==> src/rtl/apb_rr_master.sv <==
// APB master shared by NREQ local requesters with round-robin arbitration.
// Each grant becomes one SETUP -> ACCESS transfer; completion is a one-cycle req_done pulse.
module apb_rr_master #(
   parameter int NREQ = 2,
   parameter int AW   = 4,
   parameter int DW   = 8
) (
   input  logic              pclk,
   input  logic              rst_n,
   input  logic [NREQ-1:0]    req_valid,
   input  logic [NREQ-1:0]    req_write,
   input  logic [NREQ*AW-1:0] req_addr,
   input  logic [NREQ*DW-1:0] req_wdata,
   output logic [NREQ-1:0]    req_done,
   output logic [DW-1:0]      req_rdata,
   output logic              busy,
   output logic [AW-1:0]      paddr,
   output logic              pwrite,
   output logic              psel,
   output logic              penable,
   output logic [DW-1:0]      pwdata,
   input  logic [DW-1:0]      prdata,
   input  logic              pready,
   output logic [1:0]         dbg_state
);

   localparam int GW = (NREQ > 1) ? $clog2(NREQ) : 1;

   typedef enum logic [1:0] {
      S_IDLE   = 2'd0,
      S_SETUP  = 2'd1,
      S_ACCESS = 2'd2
   } state_t;

   state_t            state_q, state_d;
   logic [GW-1:0]     grant_q, grant_d;
   logic [GW-1:0]     last_q, last_d;
   logic              psel_q, psel_d;
   logic              penable_q, penable_d;
   logic              pwrite_q, pwrite_d;
   logic [AW-1:0]     paddr_q, paddr_d;
   logic [DW-1:0]     pwdata_q, pwdata_d;
   logic [NREQ-1:0]   done_q, done_d;
   logic [DW-1:0]     rdata_q, rdata_d;
   logic              busy_q, busy_d;

   logic [NREQ-1:0]   grant_oh;
   logic [NREQ-1:0]   arb_cand;
   logic [GW-1:0]     arb_last;
   logic [GW:0]       arb_result;
   logic              arb_found;
   logic [GW-1:0]     arb_idx;
   logic [AW-1:0]     sel_addr;
   logic [DW-1:0]     sel_wdata;
   logic              sel_write;

   // Search upward from last+1 with wrap; returns {found, index}.
   function automatic logic [GW:0] rr_pick(input logic [NREQ-1:0] cand,
                                           input logic [GW-1:0]   last);
      logic          found;
      logic [GW-1:0] idx;
      int            j;
      found = 1'b0;
      idx   = '0;
      for (int i = 1; i <= NREQ; i++) begin
         j = (int'(last) + i) % NREQ;
         if (!found && cand[j]) begin
            found = 1'b1;
            idx   = GW'(j);
         end
      end
      return {found, idx};
   endfunction

   // In ACCESS the arbitration is for the transfer that follows this one, so the
   // completing requester is masked and becomes the new round-robin reference.
   always_comb begin
      grant_oh           = '0;
      grant_oh[grant_q]  = 1'b1;
      if (state_q == S_ACCESS) begin
         arb_cand = req_valid & ~grant_oh;
         arb_last = grant_q;
      end else begin
         arb_cand = req_valid;
         arb_last = last_q;
      end
      arb_result = rr_pick(arb_cand, arb_last);
      arb_found  = arb_result[GW];
      arb_idx    = arb_result[GW-1:0];
      sel_addr   = req_addr[int'(arb_idx)*AW +: AW];
      sel_wdata  = req_wdata[int'(arb_idx)*DW +: DW];
      sel_write  = req_write[arb_idx];
   end

   always_comb begin
      state_d   = state_q;
      grant_d   = grant_q;
      last_d    = last_q;
      psel_d    = psel_q;
      penable_d = penable_q;
      pwrite_d  = pwrite_q;
      paddr_d   = paddr_q;
      pwdata_d  = pwdata_q;
      rdata_d   = rdata_q;
      done_d    = '0;
      case (state_q)
         S_IDLE: begin
            if (arb_found) begin
               grant_d   = arb_idx;
               paddr_d   = sel_addr;
               pwrite_d  = sel_write;
               pwdata_d  = sel_wdata;
               psel_d    = 1'b1;
               penable_d = 1'b0;
               state_d   = S_SETUP;
            end
         end
         S_SETUP: begin
            penable_d = 1'b1;
            state_d   = S_ACCESS;
         end
         S_ACCESS: begin
            if (pready) begin
               done_d = grant_oh;
               last_d = grant_q;
               if (!pwrite_q) begin
                  rdata_d = prdata;
               end
               if (arb_found) begin
                  grant_d   = arb_idx;
                  paddr_d   = sel_addr;
                  pwrite_d  = sel_write;
                  pwdata_d  = sel_wdata;
                  psel_d    = 1'b1;
                  penable_d = 1'b0;
                  state_d   = S_SETUP;
               end else begin
                  psel_d    = 1'b0;
                  penable_d = 1'b0;
                  state_d   = S_IDLE;
               end
            end
         end
         default: begin
            psel_d    = 1'b0;
            penable_d = 1'b0;
            state_d   = S_IDLE;
         end
      endcase
      busy_d = (state_d != S_IDLE);
   end

   always_ff @(posedge pclk) begin
      if (!rst_n) begin
         state_q   <= S_IDLE;
         grant_q   <= '0;
         last_q    <= GW'(NREQ - 1);
         psel_q    <= 1'b0;
         penable_q <= 1'b0;
         pwrite_q  <= 1'b0;
         paddr_q   <= '0;
         pwdata_q  <= '0;
         done_q    <= '0;
         rdata_q   <= '0;
         busy_q    <= 1'b0;
      end else begin
         state_q   <= state_d;
         grant_q   <= grant_d;
         last_q    <= last_d;
         psel_q    <= psel_d;
         penable_q <= penable_d;
         pwrite_q  <= pwrite_d;
         paddr_q   <= paddr_d;
         pwdata_q  <= pwdata_d;
         done_q    <= done_d;
         rdata_q   <= rdata_d;
         busy_q    <= busy_d;
      end
   end

   assign psel      = psel_q;
   assign penable   = penable_q;
   assign pwrite    = pwrite_q;
   assign paddr     = paddr_q;
   assign pwdata    = pwdata_q;
   assign req_done  = done_q;
   assign req_rdata = rdata_q;
   assign busy      = busy_q;
   assign dbg_state = state_q;

endmodule

==> config.mk <==
export PLATFORM = sky130hd
export DESIGN_NAME = apb_rr_master
export DESIGN_NICKNAME = d
export VERILOG_FILES = /design/src/rtl/apb_rr_master.sv
export SDC_FILE = /design/constraint.sdc
export NUM_CORES = 1
export LEC_CHECK = 0
export ABC_CLOCK_PERIOD_IN_PS = 1300
export CELL_PAD_IN_SITES_DETAIL_PLACEMENT = 1
export CELL_PAD_IN_SITES_GLOBAL_PLACEMENT = 1
export CORE_MARGIN = 4
export CORE_UTILIZATION = 24
export DETAILED_ROUTE_END_ITERATION = 6
export PLACE_DENSITY_LB_ADDON = 0.1
export SKIP_CTS_REPAIR_TIMING = 1
export SYNTH_ARGS = -nofsm -noshare
export SYNTH_HDL_FRONTEND = slang
export SYNTH_SLANG_ARGS = --single-unit
==> constraint.sdc <==
create_clock -name pclk -period 1.3 [get_ports pclk]
set_input_delay 0.26 -clock pclk [delete_from_list [all_inputs] [get_ports pclk]]
set_output_delay 0.26 -clock pclk [all_outputs]
set_load 0.01 [all_outputs]
# Yosys cells after proc, flatten, opt, wreduce, memory -nomap -nowiden
# Cells that the tools add are included.
[classes]
reduce_logical = 12
n_eq_ne = 4
n_div = 0
multipliers = 0
n_shift = 2
n_bitwise = 6
addsub = 2
magnitude_cmp = 5
n_mux = 39
[op_table]
columns = ["operator", "count"]
rows = [
  ["1-bit two-way mux", 24],
  ["8-bit two-way mux", 2],
  ["8-bit case mux with 2 select lines", 1],
  ["16-bit by 5-bit indexed part select with 8-bit output", 1],
  ["3-bit AND reduction", 3],
  ["4-bit two-way mux", 2],
  ["4-bit case mux with 2 select lines", 1],
  ["8-bit by 4-bit indexed part select with 4-bit output", 1],
  ["2-bit by 3-bit less-than comparator with 1-bit output (second input constant)", 2],
  ["2-bit two-way mux", 3],
  ["1-bit case mux with 3 select lines", 2],
  ["2-bit case mux with 3 select lines", 1],
  ["2-bit AND reduction", 3],
  ["1-bit by 2-bit less-than comparator with 1-bit output (second input constant)", 2],
  ["2-bit != test (second input constant)", 2],
  ["1-bit case mux with 2 select lines", 2],
  ["2-bit nonzero test", 2],
  ["1-bit adder (second input constant)", 2],
  ["1-bit AND (first input constant)", 2],
  ["2-bit AND", 1],
  ["2-bit by 1-bit == test with 1-bit output (second input constant)", 1],
  ["2-bit == test (second input constant)", 1],
  ["1-bit logical AND", 2],
  ["2-bit logical NOT", 1],
  ["other kinds (5)", 6],
]
[totals]
output_inout_bits = 28
elab_cells = 81
register_bits = 30
latch_bits = 0
in_bits = 39
memories = 0
ramBits = 0
mem_bits_ro = 0

# Logic depth before layout (Yosys ltp)
# Gate-level depths: netlist (run 1).
[logic_depth]
ltp_word = 19
ltp_mapped = 5
mapped_depth_nobuf = 4

# Worst setup path after synthesis (run 1)
# Ideal clock, no wire load.
[synth_path]
path_type = "register to register"
start = "register state_q[0], in the netlist dbg_state[0]"
end = "register pwrite_q, in the netlist pwrite"
required_ns = 1.178
setup_slack_ns = -0.126
path_buffers = 1
path_stages_with_launch = 6
setup_time_ns = 0.122
arrival_time_ns = 1.304
period_less_slack_ns = 1.426
path_cell_list = "dfxtp_1 > nor2b_2 > o211ai_4 > buf_8 > mux2i_1 > a21oi_2"
[synth_via]
elab_chain_cells = 15
elab_cells_between_ends = 26
cone_classes = "add/sub (2); eq/ne (2); mux (17); reduce/logical (5)"
[synth_lines]
columns = ["item", "line_no", "source"]
rows = [
  ["from (decl)", "35", "state_t state_q, state_d;"],
  ["from (signal assigned)", "167", "state_q <= state_d;"],
  ["2-bit == test", "80, 106", ""],
  ["1-bit two-way mux", "80", "if (state_q == S_ACCESS) begin"],
  ["1-bit adder", "66", "j = (int'(last) + i) % NREQ;"],
  ["1-bit two-way mux (implied by the code) (3 in a row)", "67", "if (!found && cand[j]) begin"],
  ["1-bit two-way mux", "67", ""],
  ["1-bit logical NOT", "67", ""],
  ["1-bit logical AND", "67", ""],
  ["1-bit two-way mux", "67", ""],
  ["1-bit two-way mux (implied by the code) (2 in a row)", "92", "sel_write = req_write[arb_idx];"],
  ["1-bit two-way mux", "108, 129", ""],
  ["1-bit two-way mux", "123", "if (pready) begin"],
  ["1-bit case mux with 2 select lines", "106", "case (state_q)"],
  ["to (signal assigned)", "172", "pwrite_q <= pwrite_d;"],
  ["to (decl)", "40", "logic pwrite_q, pwrite_d;"],
]
# Parallel ways exist; a longest one is shown, timed or not. The select of a mux whose other input is x is not followed.
# A chain may end at the register's enable or synchronous reset.

# Worst setup path in the final report (run 1)
[layout_path]
start = "register grant_q"
end = "register pwdata_q[4], in the netlist pwdata[4]"
[layout_via]
elab_chain_cells = 18
elab_cells_between_ends = 27
cone_classes = "add/sub (2); order compare (2); shift (1); mux (17); bitwise (2); reduce/logical (3)"
[layout_lines]
columns = ["item", "line_no", "source"]
rows = [
  ["from (decl)", "36", "logic [GW-1:0] grant_q, grant_d;"],
  ["from (signal assigned)", "168", "grant_q <= grant_d;"],
  ["1-bit by 2-bit less-than comparator with 1-bit output (implied by the code) or 1-bit >= comparator (tied branches)", "79", "grant_oh[grant_q] = 1'b1;"],
  ["1-bit logical AND (implied by the code)", "79", ""],
  ["1-bit two-way mux (implied by the code)", "79", ""],
  ["1-bit demux with 1-bit select", "79", ""],
  ["2-bit NOT", "81", "arb_cand = req_valid & ~grant_oh;"],
  ["2-bit AND", "81", ""],
  ["2-bit two-way mux", "80", ""],
  ["1-bit two-way mux (implied by the code) (3 in a row)", "67", ""],
  ["1-bit two-way mux", "67", ""],
  ["1-bit logical NOT", "67", ""],
  ["1-bit logical AND", "67", ""],
  ["1-bit two-way mux", "67", ""],
  ["16-bit by 5-bit indexed part select with 8-bit output", "91", "sel_wdata = req_wdata[int'(arb_idx)*DW +: DW];"],
  ["8-bit two-way mux *", "108, 129", ""],
  ["8-bit two-way mux", "123", ""],
  ["8-bit case mux with 2 select lines *", "106", ""],
  ["to (signal assigned)", "174", "pwdata_q <= pwdata_d;"],
  ["to (decl)", "42", "logic [DW-1:0] pwdata_q, pwdata_d;"],
]
# Mark *: on every way between the ends. The rest lies on a longest branch, timed or not. The select of a mux whose other input is x is not followed.

==> qor.yml, run 1 <==
outcome:
  violations: "setup timing"
  status: "finished, violations left"
timing:
  slew_headroom_pct: 79.04
  period_needed_ns: 1.390
  timing.fmax_mhz: 719.5
  fin_crit_sh_pct: 106.9
  hold_viol_final: 0
  finalSetupViolations: 14
  drv_slew: 0
  worstMarginPinSlew_ns: 0.3112
  setup_slack_ns: -0.08980
  final.setup_skew_ns: 0.004673
  grt_setup_unrepaired: "yes"
critical_path:
  crit_slowest_cell: "dfxtp_2"
  cp.arrival_ns: 1.55
  critPathMostFrequentCell: "buf_6"
  worst-path-buf-inv: 2
  start_kind: "flop"
  slowest_delay_ns: 0.37
  cp.depth: 6
  crit_family: "flip-flops"
  crit_required_ns: 1.46
  path_class: "flop to flop"
  crit_fanout: 5
  end_kind: "flop"
  r2r_slack_ns: -0.09
  worstPathCellList: "mux2i_2 > o32ai_4 > buf_6 > buf_6 > o21ai_2 > a21oi_1"
  r2r_cells: 6
global_routing:
  grt_pass1_vias: 1416
  busiest_layer: "met2"
  antenna_found_initial: 0
  grt_max_degree: 17
  met3_usage_pct: 4.762
  grt_overflow: 0
  met1_usage_pct: 14.66
  grt_pass1_wl_mm: 6.555
  grt.total_usage_pct: 13.34
  use_met2_pct: 23.60
floorplanning:
  io-pin-count: 67
  row_count: 25
  die_x_um: 78.71
  coreArea_sq_mm: 0.004786
  die_h_um: 78.71
  dieArea_sq_mm: 0.006194
  initial_core_util_pct: 25.07
drt:
  vias: 1238
  drc: 0
  routed_via_density: 4.453
  firstDrtPassIters: 4
  drtIter0Drc: 55
  ant_nets: 0
  wirelength_mm: 4.148
  wl_per_cell_um: 14.92
flow_run:
  drv_cap: 0
synth:
  synth-edff-count: 0
  syn_inst: 119
  yosys_most_used_dff: "dfxtp_1"
  synth_area_leader_cell: "dfxtp_1"
  yosysMostFrequentCell: "dfxtp_1"
  avgSynthCellArea_sq_um: 10.08
  yosysWarnings: 0
  synth_area_sq_mm: 0.001200
  synth_commonest_cells: "30 x dfxtp_1, 24 x mux2i_1, 14 x o21ai_0"
  ys_seq_area_share_pct: 50.05
  synth_seq_cells: 30
  synth_top_area_share_pct: 50.05
  synth_nets: 158
  synth_cell_types: 21
  async_reset_ff_share_pct: 0
  ys_top_cells_by_area: "dfxtp_1 50%, mux2i_1 20%, o21ai_0 5.8%"
placement:
  hpwl_mm: 2.982
  place.gp.congestion: 0.7132
  pre_cts_ws_ns: -0.4428
  portBuffers: 66
  dp_cells: 264
final_layout:
  instances_no_fill: 278
  nNetsFinal: 249
  num_antenna_cells: 0
  drive_gt1_share_pct: 27.96
  nFillCells: 541
  areaGrowthSynthToFinish_pct: 100.1
power_and_ir_drop:
  leakage_nw: 1.375
  powerDensity_mw_per_mm2: 1091
  vdd_drop_max_uv: 434.6
min_path:
  whs_path_depth: 2
  min_path_type: "flop to flop"
clocking:
  cts_tree: "built"
  clock_sinks: 30
  clock_latency_ns: 0.27
  cts.path.max_buffers: 2
  cts-htree-levels: 2
  clk_pin_slew_worst_paths_ns: 0.07
  cts_buffers: 5
  cts_root_buffer: "clkbuf_8"
-- final timing paths --
| check | from | endpoint |
|---|---|---|
| worst max register to register | grant_q$_SDFFE_PN0P_ | pwdata[4]$_SDFFE_PN0P_ |
| worst max-delay path | grant_q$_SDFFE_PN0P_ | pwdata[4]$_SDFFE_PN0P_ |
| worst min register to register | paddr[1]$_SDFFE_PN0P_ | paddr[1]$_SDFFE_PN0P_ |
| worst min-delay path | paddr[1]$_SDFFE_PN0P_ | paddr[1]$_SDFFE_PN0P_ |
-- layout by cell type (no fill, tap or decap), drive strengths merged --
cell type       n
a21oi          14
and2            2
buf            24
clkbuf          7
clkdlybuf4s50  35
clkinv          1
dfxtp          30
dlymetal6s2s   31
inv             2
mux2i          24
nand2           2
nand2b          1
nand3b          2
nor2           14
nor2b           1
nor3            2
o211ai          3
o21ai          14
o32ai           1
or2             1
-- kinds of logic after synthesis --
kind of cell	Yosys count	synth area share (%)
AND/OR/NAND/NOR	25	10.53
multiplexers	24	20.02
AO/OA/AOI/OAI	32	15.75
buffers and inverters	8	3.649
flip-flops	30	50.05
-- sequential cells by signal, summed over array words and instances (netlist names) --
signal,cells
busy,1
dbg_state,2
grant_q,1
last_q,1
paddr,4
penable,1
psel,1
pwdata,8
pwrite,1
req_done,2
req_rdata,8
-- power breakdown --
group	switching, mW	total, mW	internal [mW]
Clock	0.349	0.776	0.427
Sequential	0.0631	1.07	1.01
Combinational	0.314	0.774	0.460
-- cell type report --
type,instances,area (sq um),share of cell area [%]
multi-input combinational,81,651.9,27.15
clock inverter,1,5.005,0.2084
clock buffer,7,86.33,3.596
sequential,30,609.3,25.38
tap,67,83.83,3.491
timing repair buffer,90,957.2,39.86
inverter,2,7.507,0.3127
-- worst min-delay path: cells and delay by family (launching register included) --
kind / cells / cell delay, ns
flops: 1 / 0.32
compound gates: 2 / 0.14
-- through the flow --
step / cell area [sq um] / hold WS (ns) / setup TNS (ns) / power (mW) / util (%)
floorplan: 1210 / 0.3959 / -0.001366 / 1.330 / -
global placement: 2085 / 0.4723 / -8.392 / 1.729 / 43.56
detailed placement: 2085 / 0.4869 / -9.278 / 1.749 / 43.56
CTS: 2176 / 0.5072 / -5.575 / 2.527 / 45.46
global route: 2401 / 0.5161 / -1.705 / 2.778 / 50.17
finish: 2401 / 0.4956 / -0.6440 / 2.620 / 50.17
-- metal layers --
metal	part of all wire, %	vias to the layer above
li1	-	596
met3	5.2	5
met4	1.3	0
met2	55	34
met5	0	-
met1	39	603
Note: power is estimated with default switching activity, not from simulation.
==> inputs of run 2 (changes only) <==
- CORE_MARGIN: 4 -> unset
==> run 2 against run 1 <==
  * The run still ends with setup timing left
  * Cell count down 2.5%
  * Worst setup slack improved by 0.058 ns
  * Power decreased by 4.6%
  * Cell area is 3.1% lower
  * Non-clock buffer count is 7 lower
  * Via count fell by 2.7%
  * Largest cell class unchanged
  * Highest routed layer unchanged
==> qor.yml, run 2 (same netlist as run 1, synthesis figures left out) <==
floorplanning:
  initial_core_util_pct: 25.24
  die_x_um: 72.71
  coreArea_sq_mm: 0.004755
  die_h_um: 72.71
  dieArea_sq_mm: 0.005286
  io-pin-count: 67
  row_count: 25
critical_path:
  start_kind: "flop"
  crit_required_ns: 1.47
  cp.arrival_ns: 1.50
  crit_fanout: 8
  end_kind: "flop"
  path_class: "flop to flop"
  r2r_slack_ns: -0.03
drt:
  vias: 1205
  drc: 0
  routed_via_density: 4.446
  drtIter0Drc: 42
  wirelength_mm: 3.704
  ant_nets: 0
  wl_per_cell_um: 13.67
  firstDrtPassIters: 3
outcome:
  violations: "setup timing"
  status: "finished, violations left"
timing:
  finalSetupViolations: 11
  grt_setup_unrepaired: "yes"
  fin_crit_sh_pct: 102.5
  hold_viol_final: 0
  hold_slack_ns: 0.4596
  slew_headroom_pct: 79.11
  final.setup_skew_ns: 0.004894
  worstMarginPinSlew_ns: 0.3134
  setup_slack_ns: -0.03202
  period_needed_ns: 1.332
  timing.fmax_mhz: 750.7
  drv_slew: 0
placement:
  portBuffers: 66
  hpwl_mm: 2.669
  dpl_cell_area_sq_mm: 0.002072
  place.gp.congestion: 0.6788
power_and_ir_drop:
  powerDensity_mw_per_mm2: 1074
  clock_power_share_pct: 30.3
  comb_power_share_pct: 27.3
  p_switching_mw: 0.6528
  intPower_mw: 1.847
  vdd_drop_max_uv: 618.2
  leakage_nw: 1.350
  seqPwrFrac_pct: 42.4
  swShare_pct: 26.11
min_path:
  min_path_type: "primary input to flop"
clocking:
  clk_pin_slew_worst_paths_ns: 0.06
  cts_root_buffer: "clkbuf_8"
  cts-htree-levels: 2
  cts_buffers: 5
  clock_sinks: 30
  cts.path.max_buffers: 2
  clock_latency_ns: 0.28
  cts_tree: "built"
global_routing:
  grt.total_usage_pct: 13.85
  grt_pass1_wl_mm: 5.506
  grt_max_degree: 21
  antenna_found_initial: 0
  grt_overflow: 0
  grt_pass1_vias: 1240
flow_run:
  drv_cap: 0
final_layout:
  final_cell_mix: "35 x clkdlybuf4s50_1, 31 x dlymetal6s2s_1, 27 x dfxtp_1, 21 x mux2i_1, 14 x o21ai_0"
  drive_gt1_share_pct: 18.14
  areaGrowthSynthToFinish_pct: 93.95
  mostFrequentLayoutCell: "clkdlybuf4s50_1"
  design_area_sq_mm: 0.002327
  num_antenna_cells: 0
  nNetsFinal: 242
run 2: cell count changes in the layout (fill, tap and decap cells not counted), sizes merged:
cell and change:
buf -8, clkbuf +1
run 2: critical path, cell delays in order (launching register included):
cell and delay, ns:
dfxtp_4 0.38, buf_6 0.11, nand3b_1 0.15, nor2_4 0.16, buf_12 0.14, mux2i_1 0.21
nor2_1 0.06
run 2: layer usage:
layer  track usage (%)  up-vias  part of all wire [%]
li1                  -      585                     -
met4             6.536        0                   1.8
met1             15.56      572                    41
met5                 0        -                     0
met2             23.57       40                    51
met3             4.696        8                   6.6
run 2: path summary, 6_finish.rpt:
kind              depth (start not counted)                         to                     from
hold reg to reg                           2          psel$_SDFFE_PN0P_        psel$_SDFFE_PN0P_
hold / removal                            4    dbg_state[1]$_SDFF_PN0_                   pready
setup / recovery                          6  req_rdata[5]$_SDFFE_PN0P_  dbg_state[1]$_SDFF_PN0_
setup reg to reg                          6  req_rdata[5]$_SDFFE_PN0P_  dbg_state[1]$_SDFF_PN0_
run 2: per-stage QoR:
| step | total power [mW] | setup slack, ns | util, % | std cells | TNS [ns] |
|---|---|---|---|---|---|
| 2_1_floorplan | 1.330 | -0.001366 | - | 119 | -0.001366 |
| 3_3_place_gp | 1.726 | -0.3776 | 43.58 | 259 | -8.206 |
| 3_5_place_dp | 1.745 | -0.4227 | 43.58 | 259 | -8.945 |
| 4_1_cts | 2.517 | -0.2603 | 45.50 | 267 | -4.990 |
| 5_1_grt | 2.639 | -0.1021 | 48.95 | 271 | -1.417 |
| 6_report | 2.500 | -0.03202 | 48.95 | 271 | -0.09451 |
run 2: area by class of cell:
| type | count | area (sq um) |
|---|---|---|
| Clock inverter | 1 | 5.005 |
| Sequential cell | 30 | 611.8 |
| Clock buffer | 7 | 86.33 |
| Multi-Input combinational cell | 81 | 604.3 |
| Tap cell | 67 | 83.83 |
| Inverter | 2 | 7.507 |
| Fill cell | 533 | 2427 |
| Timing Repair Buffer | 83 | 928.4 |
run 2: power by group through the flow:
stage,sequential [mW],clock (mW),combinational [mW]
after floorplan,1.11,0,0.215
after global placement,1.08,0,0.647
after detailed placement,1.08,0,0.661
after CTS,1.07,0.787,0.665
after global routing,1.07,0.829,0.739
final,1.06,0.758,0.683
==> inputs of run 3 (changes only) <==
- CORE_MARGIN: unset -> 4
==> results of run 3 <==
No change in the layout: final DEF, timing and power equal those of run 1.
